File: src/rtl/lake_config_sequencer.sv
// Boot-time config sequencer for the LakeWrapper tile: streams a table of (addr, data)
// writes onto the config bus, optionally reads each entry back and checks it, then flushes.
module lake_config_sequencer #(
   parameter int CFG_ADDR_W = 8,
   parameter int CFG_DATA_W = 32,
   parameter int IDX_W      = 4
) (
   input  logic                  clk,
   input  logic                  rst_n,
   input  logic                  clk_en,
   input  logic                  start,
   input  logic [IDX_W:0]        num_entries,
   input  logic                  verify_en,
   output logic [IDX_W-1:0]      tbl_idx,
   input  logic [CFG_ADDR_W-1:0] tbl_addr,
   input  logic [CFG_DATA_W-1:0] tbl_data,
   output logic                  config_en,
   output logic                  config_write,
   output logic                  config_read,
   output logic [CFG_ADDR_W-1:0] config_addr_in,
   output logic [CFG_DATA_W-1:0] config_data_in,
   input  logic [CFG_DATA_W-1:0] config_data_out_0,
   output logic                  flush,
   output logic                  busy,
   output logic                  done,
   output logic                  error,
   output logic [IDX_W-1:0]      err_idx
);

   typedef enum logic [2:0] {S_IDLE, S_WRITE, S_VERIFY, S_DRAIN, S_FLUSH, S_DONE} state_t;

   typedef struct packed {
      logic [CFG_DATA_W-1:0] exp;
      logic [IDX_W-1:0]      idx;
   } cmp_t;

   localparam logic [IDX_W:0] MAX_N = {1'b1, {IDX_W{1'b0}}};

   state_t                state, state_nx;
   logic [IDX_W:0]        n_lat, n_clamp;
   logic                  ver_lat;
   logic                  last, accept, issue_wr, issue_rd;
   logic                  en_nx, wr_nx, rd_nx, flush_nx, done_nx;
   logic [CFG_ADDR_W-1:0] addr_nx;
   logic [CFG_DATA_W-1:0] data_nx;
   cmp_t                  cmp;
   logic                  cmp_vld;

   assign n_clamp  = (num_entries > MAX_N) ? MAX_N : num_entries;
   assign last     = ({1'b0, tbl_idx} == n_lat - 1'b1);
   // a start is also refused in the cycle the done pulse is showing
   assign accept   = (state == S_IDLE) && start && clk_en && !done;
   assign issue_wr = clk_en && (state == S_WRITE);
   assign issue_rd = clk_en && (state == S_VERIFY);
   assign busy     = (state == S_WRITE) || (state == S_VERIFY) ||
                     (state == S_DRAIN) || (state == S_FLUSH);

   always_ff @(posedge clk or negedge rst_n) begin
      if (!rst_n) state <= S_IDLE;
      else        state <= state_nx;
   end

   always_comb begin
      state_nx = state;
      if (clk_en) begin
         case (state)
            S_IDLE:   if (accept) state_nx = (n_clamp == '0) ? S_FLUSH : S_WRITE;
            S_WRITE:  if (last) state_nx = ver_lat ? S_VERIFY : S_FLUSH;
            S_VERIFY: if (last) state_nx = S_DRAIN;
            S_DRAIN:  state_nx = S_FLUSH;
            S_FLUSH:  state_nx = S_DONE;
            S_DONE:   state_nx = S_IDLE;
            default:  state_nx = S_IDLE;
         endcase
      end
   end

   always_comb begin
      en_nx    = issue_wr || issue_rd;
      wr_nx    = issue_wr;
      rd_nx    = issue_rd;
      addr_nx  = en_nx ? tbl_addr : '0;
      data_nx  = issue_wr ? tbl_data : '0;
      flush_nx = clk_en && (state == S_FLUSH);
      done_nx  = clk_en && (state == S_DONE);
   end

   always_ff @(posedge clk or negedge rst_n) begin
      if (!rst_n) begin
         config_en      <= 1'b0;
         config_write   <= 1'b0;
         config_read    <= 1'b0;
         config_addr_in <= '0;
         config_data_in <= '0;
         flush          <= 1'b0;
         done           <= 1'b0;
         tbl_idx        <= '0;
         n_lat          <= '0;
         ver_lat        <= 1'b0;
      end else begin
         config_en      <= en_nx;
         config_write   <= wr_nx;
         config_read    <= rd_nx;
         config_addr_in <= addr_nx;
         config_data_in <= data_nx;
         flush          <= flush_nx;
         done           <= done_nx;
         if (accept) begin
            n_lat   <= n_clamp;
            ver_lat <= verify_en;
            tbl_idx <= '0;
         end else if (issue_wr || issue_rd) begin
            tbl_idx <= last ? '0 : tbl_idx + 1'b1;
         end
      end
   end

   // The tile answers a read while config_read is showing, so the captured
   // expectation is checked one edge after issue, independent of clk_en.
   always_ff @(posedge clk or negedge rst_n) begin
      if (!rst_n) begin
         cmp     <= '0;
         cmp_vld <= 1'b0;
         error   <= 1'b0;
         err_idx <= '0;
      end else begin
         cmp_vld <= issue_rd;
         if (issue_rd) cmp <= '{exp: tbl_data, idx: tbl_idx};
         if (accept) begin
            error   <= 1'b0;
            err_idx <= '0;
         end else if (cmp_vld && (config_data_out_0 != cmp.exp)) begin
            error <= 1'b1;
            if (!error) err_idx <= cmp.idx;
         end
      end
   end

endmodule

File: config.mk
export PLATFORM = sky130hd
export DESIGN_NAME = lake_config_sequencer
export DESIGN_NICKNAME = d
export VERILOG_FILES = /design/src/rtl/lake_config_sequencer.sv
export SDC_FILE = /design/constraint.sdc
export NUM_CORES = 1
export LEC_CHECK = 0
export BUFFER_PORTS_ARGS = -buffer_cell sky130_fd_sc_hd__buf_2
export CORE_ASPECT_RATIO = 1.4
export CORE_UTILIZATION = 45
export DETAILED_ROUTE_END_ITERATION = 10
export PLACE_DENSITY = 0.72
export SLEW_MARGIN = 10
export SYNTH_ARGS = -nofsm -noshare
export SYNTH_HDL_FRONTEND = slang
export SYNTH_SLANG_ARGS = --single-unit
export TNS_END_PERCENT = 50
File: constraint.sdc
create_clock -name clk -period 2.44 [get_ports clk]
set_input_delay 0.122 -clock clk [delete_from_list [all_inputs] [get_ports clk]]
set_output_delay 0.122 -clock clk [all_outputs]
set_load 0.005 [all_outputs]
==> flow_metrics.tcl, run 1 <==
set metrics [dict create \
    switching_share_pct 28.4 \
    syn_nets 410 \
    crit_slowest_cell "a2111oi_4" \
    cts_max_path_buffers 2 \
    wire_per_inst_um 14.5 \
    post-cts-setup-buffers 0 \
    period_minus_slack_ps 1960 \
    ys_types 37 \
    totalWireLength_um 8880 \
    antenna_found_initial 0 \
    nNetsFinal 583 \
    synth_cells 326 \
    grt_pass1_wl_um 14600 \
    drt-vias-per-instance 4.81 \
    cp.required_ps 2670 \
    timing.setup.critical_path_class "reg2reg" \
    setup_ws_ps 478 \
    whs_ps 11.7 \
    period_share_pct 80.4 \
    rows 41 \
    insertion_delay_ps 340 \
    grt_pass1_vias 2965 \
    power_switching_w 0.00140 \
    die_area_um2 9590 \
    diodes 0 \
    first_pass_iters 4 \
    setup_viol 0 \
    clock-sinks 99 \
    gp_congestion 0.711 \
    maxCapViolations 0 \
    rr_worst_depth 7 \
    synthesis.area_um2 4140 \
    r2r-end "state[0]$_DFFE_PN0P_" \
    core-area_um2 8980 \
    p_int_w 0.00352 \
    fill_cells 740 \
    cts_max_level 3 \
    synth_seq_area_share_pct 59.8 \
    num_vias 2938 \
    post-dp-hpwl_um 6190 \
    crit_fanout 5 \
    avgSynthCellArea_um2 12.7 \
    peakVddDrop_mv 0.493 \
    hold_depth 2 \
    crit_arrival_ps 2190 \
    chipHeight_um 115 \
    p_comb_share_pct 25.5 \
    start_util_pct 46.1 \
    worst_slew_pin_slew_ps 809 \
    r2r_slack_ps 480 \
    min_to "config_data_in[9]$_DFF_PN0_" \
    cts_root_buf "clkbuf_16" \
    drive_above_1_share_pct 39.7 \
    fmax_mhz 510 \
    power_density_nw_per_um2 873 \
    port_buffers 136 \
    relSlewSlack_pct 46.1 \
    place_ws_ps 469 \
    max_stage_delay_ps 480 \
    final_antenna_net_count 0 \
    power.total_w 0.00492 \
    syn_to_final_growth_pct 36.0 \
    status "complete, no violations" \
    pwr-share-clk_pct 31.3 \
    end_kind "register" \
    yosysWarnings 0 \
    fin_worst_skew_ps 6.75 \
    holdCritStartpoint "tbl_data[9]" \
    path_cells "inv_1, ha_1, and4bb_1, a22oi_2, a2111oi_4, nor3_2, a211o_1" \
    synthArstFlopShare_pct 100 \
    timing.critical_path.from_type "register" \
    synth_edf_count 0 \
    grt_max_degree 64 \
    ys.flop_type "dfrtp_1" \
    finalHoldViolCount 0 \
    clk_pin_slew_ps 60 \
    report.final.slew_viol_count 0 \
    grt.total_usage_pct 20.0 \
    drt-initial-drc-count 96 \
    fp.dieW_um 83.1 \
    leakage_nw 2.74 \
    ctsHoldBuffers 32 \
    post_cts_resized 0 \
    synth_seq_cells 99 \
    fin_setup_tns_ps 0 \
    pwr-share-seq_pct 43.2 \
    rsz0062_at_grt "no" \
    hp-class "in2reg" \
    cts_tree "done" \
    numCtsBuffers 9 \
    gr-total-overflow 0 \
    regToRegStartpoint "n_lat[0]$_DFFE_PN0P_" \
    drc 0 \
    ios 137 \
]
[cells in the final DEF (no fill, tap or decap), types with 2 or more instances in the layout]
cell type	instances
dfrtp_1	99
o21ai_0	9
nor2b_1	4
buf_12	2
mux2_2	38
clkbuf_8	2
inv_1	5
and2_1	40
nor3_1	3
nand2_1	20
bufinv_16	2
buf_2	135
nand3_1	2
mux2i_1	4
nand3b_1	2
clkbuf_16	9
nand4_1	9
nand2b_1	9
buf_4	4
a21oi_1	3
dlygate4sd3_1	32
nor4_1	2
ha_1	2
nor2_1	7
xnor2_1	38
[layout make-up]
type / count / area [um^2] / share of cell area (%)
Clock buffer: 12 / 256 / 4.56
Tap cell: 107 / 134 / 2.38
Multi-Input combinational cell: 211 / 1610 / 28.5
Sequential cell: 99 / 2480 / 44.0
Timing Repair Buffer: 173 / 1070 / 18.9
Clock inverter: 4 / 72.6 / 1.29
Inverter: 5 / 18.8 / 0.333
[sequential cells by signal, summed over array words and instances (netlist names)]
name	flops
cmp	36
config_data_in	32
config_addr_in	8
n_lat	5
err_idx	4
tbl_idx	4
state	3
cmp_vld	1
config_en	1
config_write	1
done	1
error	1
flush	1
ver_lat	1
[cells by family (layout without fill, tap and decap cells)]
kind of cell / count (synthesis) / count (layout) / share of synthesized area, %
xor+xnor: 39 / 39 / 8.25
buf+inv: 16 / 194 / 1.63
fa+ha+maj: 2 / 2 / 0.604
mux: 42 / 42 / 11.3
compound gates: 23 / 23 / 4.02
flops: 99 / 99 / 59.8
simple gates: 105 / 105 / 14.4
[cells in the mapped netlist, types with 5 or more instances]
master	number	share of area (%)
and2_1	40	6.0
buf_2	6	0.73
clkbuf_1	5	0.45
dfrtp_1	99	60
inv_1	5	0.45
mux2_2	38	10
nand2_1	20	1.8
nand2b_1	9	1.4
nand4_1	9	1.4
nor2_1	9	0.82
o21ai_0	9	1.1
xnor2_1	38	8.0
[routing by layer]
metal	up-vias	global-route usage (%)	part of all wire, %
met2	86	34.9	53
met1	1402	23.7	41
li1	1437	-	-
met3	13	4.49	4.2
met4	0	9.08	2.1
met5	-	0	0
[through the flow]
stage / area (um^2) / std cells / util (%)
5_1_grt: 5630 / 611 / 62.7
6_report: 5630 / 611 / 62.7
4_1_cts: 5630 / 611 / 62.7
2_1_floorplan: 4140 / 326 / -
3_5_place_dp: 4980 / 563 / 55.5
3_3_place_gp: 4980 / 563 / 55.5
[worst max path at each step]
| stage | from | endpoint | slack [ps] | cells past startpoint |
|---|---|---|---|---|
| 6_report | n_lat[0]$_DFFE_PN0P_ | state[0]$_DFFE_PN0P_ | 480 | 7 |
| 4_1_cts | n_lat[0]$_DFFE_PN0P_ | state[0]$_DFFE_PN0P_ | 460 | 7 |
| 3_3_place_gp | n_lat[0]$_DFFE_PN0P_ | state[0]$_DFFE_PN0P_ | 530 | 7 |
| 3_5_place_dp | n_lat[0]$_DFFE_PN0P_ | state[0]$_DFFE_PN0P_ | 470 | 7 |
| 2_1_floorplan | n_lat[0]$_DFFE_PN0P_ | state[0]$_DFFE_PN0P_ | 610 | 7 |
| 5_1_grt | n_lat[0]$_DFFE_PN0P_ | state[0]$_DFFE_PN0P_ | 350 | 7 |
[power by group through the flow]
stage | Clock [W] | Sequential, W | Combinational, W
2_1_floorplan | 0 | 0.00212 | 0.000765
3_3_place_gp | 0 | 0.00214 | 0.00119
3_5_place_dp | 0 | 0.00216 | 0.00123
4_1_cts | 0.00159 | 0.00213 | 0.00127
5_1_grt | 0.00165 | 0.00216 | 0.00141
6_report | 0.00154 | 0.00212 | 0.00125
[critical path, delay by kind of cell, from the launching register on]
family                     cells  cell delay [ps]
AOI/OAI and AO/OA              3              850
buffers and inverters          1               70
DFF                            1              410
and+or+nand+nor                2              310
adders and majority gates      1              200
Note: power is estimated with default switching activity, not from simulation.
==> inputs of run 2 (changes only) <==
Settings changed: ABC_AREA set to 1, PLACE_DENSITY 0.72 to 0.74.
Clock period 2.44 ns to 1.8 ns, I/O delays scaled along.
==> run 2 against run 1 <==
Against the previous run: sequential power up 59%; combinational power up 110%; clock power up 47%; critical endpoint is now tbl_idx[3]$_DFFE_PN0P_.
==> flow_metrics.tcl, run 2 <==
set metrics [dict create \
    ys_types 29 \
    r2r_slack_ps 100 \
    yosysTopAreaCellShare_pct 56.2 \
    fill_cells 814 \
    synth_most_common_cell "nand2_1" \
    holdCritStartpoint "tbl_data[8]" \
    port_buffers 136 \
    p_int_w 0.00561 \
    clock-sinks 99 \
    diodes 0 \
    avgSynthCellArea_um2 9.03 \
    yosysWarnings 0 \
    cts_tree "done" \
    setup_viol 0 \
    final_antenna_net_count 0 \
    insertion_delay_ps 330 \
    die_area_um2 10200 \
    power_density_nw_per_um2 1420 \
    top_register "cmp" \
    period_share_pct 94.2 \
    peakVddDrop_mv 0.811 \
    timing.critical_path.from_type "register" \
    rsz0062_at_grt "no" \
    start_util_pct 46.3 \
    layout_common_cells "buf_2 (135), nand2_1 (120), dfrtp_1 (98)" \
    grt_max_degree 47 \
    grt_pass1_wl_um 16400 \
    timing.setup.critical_path_class "reg2reg" \
    synth_seq_cells 99 \
    totalWireLength_um 9740 \
    period_minus_slack_ps 1700 \
    mostFrequentLayoutCell "buf_2" \
    syn_nets 572 \
    syn_to_final_growth_pct 32.9 \
    end_kind "register" \
    drt-initial-drc-count 183 \
    synthesis.area_um2 4410 \
    fin_cells 792 \
    cts_max_level 3 \
    cp.required_ps 2010 \
    leakage_nw 3.29 \
    dpl.cell_count 751 \
    fin_worst_skew_ps 5.66 \
    core-area_um2 9510 \
    report.final.slew_viol_count 0 \
    regToRegStartpoint "n_lat[0]$_DFFE_PN0P_" \
    status "complete, no violations" \
    rows 42 \
    final_util_pct 61.6 \
    antenna_found_initial 0 \
    drt-vias-per-instance 4.51 \
    relSlewSlack_pct 67.2 \
    grt.total_usage_pct 20.6 \
    clk_pin_slew_ps 70 \
    fin_setup_tns_ps 0 \
    synthArstFlopShare_pct 100 \
    ys_top_cells_by_count "nand2_1 (120), dfrtp_1 (99), inv_1 (79)" \
    largest_reg_flops 36 \
    drc 0 \
    reg_top3 "cmp: 36 flops, config_data_in: 32 flops, config_addr_in: 8 flops" \
    startpoint "n_lat[0]$_DFFE_PN0P_" \
    fp.dieW_um 85.6 \
    yosysTopAreaCell "dfrtp_1" \
    switching_share_pct 32.6 \
    synth_area_leaders "dfrtp_1 (56%), nand2_1 (10%), inv_1 (6.7%)" \
    maxCapViolations 0 \
    synth_edf_count 0 \
    ios 137 \
    pwr-share-seq_pct 40.6 \
    gr-total-overflow 0 \
    nNetsFinal 739 \
    ys.flop_type "dfrtp_1" \
    fmax_mhz 590 \
    finalHoldViolCount 0 \
    pwr-share-clk_pct 27.2 \
    post-dp-hpwl_um 6940 \
    num_vias 3575 \
    drive_above_1_share_pct 31.1 \
    first_pass_iters 4 \
    chipHeight_um 119 \
    worst_slew_pin_slew_ps 492 \
    power_switching_w 0.00271 \
    grt_pass1_vias 3723 \
    finalInstanceArea_um2 5860 \
    synth_seq_area_share_pct 56.2 \
    gp_congestion 0.782 \
    crit_fanout 4 \
    cts_root_buf "clkbuf_16" \
    wire_per_inst_um 12.3 \
    p_comb_share_pct 32.2 \
    post_dp_cell_area_um2 5240 \
    crit_arrival_ps 1910 \
    cts_max_path_buffers 2 \
    synth_cells 488 \
    hp-class "in2reg" \
    numCtsBuffers 9 \
]
run 2: repair_timing:
| action | 4_1_cts | 5_1_grt |
|---|---|---|
| gates resized for setup | 0 | 3 |
| hold buffers | 24 | 0 |
| setup buffers | 0 | 1 |
| endpoints found under the setup margin | 0 | 8 |
| endpoints found under the hold margin | 62 | 0 |
run 2: logic make-up (layout without fill, tap and decap cells):
| group | Yosys count | in the layout | synth area share (%) |
|---|---|---|---|
| AND/OR/NAND/NOR | 211 | 211 | 20.0 |
| flip-flops | 99 | 99 | 56.2 |
| buffers and inverters | 97 | 269 | 9.51 |
| AO/OA/AOI/OAI | 51 | 51 | 8.12 |
| XOR/XNOR | 28 | 28 | 5.56 |
| adder cells (fa/ha/maj) | 2 | 2 | 0.568 |
run 2: final timing paths:
check | end | cells past startpoint
max | tbl_idx[3]$_DFFE_PN0P_ | 9
min | config_data_in[8]$_DFF_PN0_ | 3
max in group asynchronous | cmp[15]$_DFFE_PN0P_ | 3
min in group asynchronous | flush$_DFF_PN0_ | 2
min reg2reg | cmp[35]$_DFFE_PN0P_ | 2
max reg2reg | tbl_idx[3]$_DFFE_PN0P_ | 9
run 2: per-layer routing:
layer | global-route usage [%] | wire length [um]
met3 | 4.50 | 488
met4 | 9.69 | 235
met5 | 0 | 0
met2 | 37.1 | 5190
met1 | 22.8 | 3830
run 2: through the flow:
step / hold slack, ps / total power, W / setup slack [ps]
after detailed placement: 91.0 / 0.00605 / 15.5
after CTS: 0.800 / 0.00838 / 2.92
after floorplan: -206 / 0.00522 / 246
final: 6.10 / 0.00832 / 104
after global placement: 78.2 / 0.00590 / 138
after global routing: 12.9 / 0.00892 / 40.1
run 2: layout make-up:
cell class	instances	area [um^2]	area share, %
clock buffers	12	267	4.55
inverters	85	322	5.49
multi-input cells	292	1520	26.0
well taps	132	165	2.82
flip-flops and latches	99	2480	42.3
repair buffers	168	1010	17.2
clock inverters	4	95.1	1.62
run 2: power by group through the flow:
| stage | combinational, W | sequential (W) | clock [W] |
|---|---|---|---|
| after floorplan | 0.00185 | 0.00337 | 0 |
| after global placement | 0.00252 | 0.00338 | 0 |
| after detailed placement | 0.00263 | 0.00342 | 0 |
| after CTS | 0.00268 | 0.00338 | 0.00231 |
| after global routing | 0.00306 | 0.00347 | 0.00239 |
| final | 0.00268 | 0.00338 | 0.00227 |
run 2: worst max-delay path, cell delays in order, from the launching register on:
cell and delay, ps:
dfrtp_1 360, inv_2 60, ha_1 310, nand2_1 70, inv_1 50, a211oi_2 230, nand4_2 140, buf_4 170
nand2_1 100, o22ai_1 90
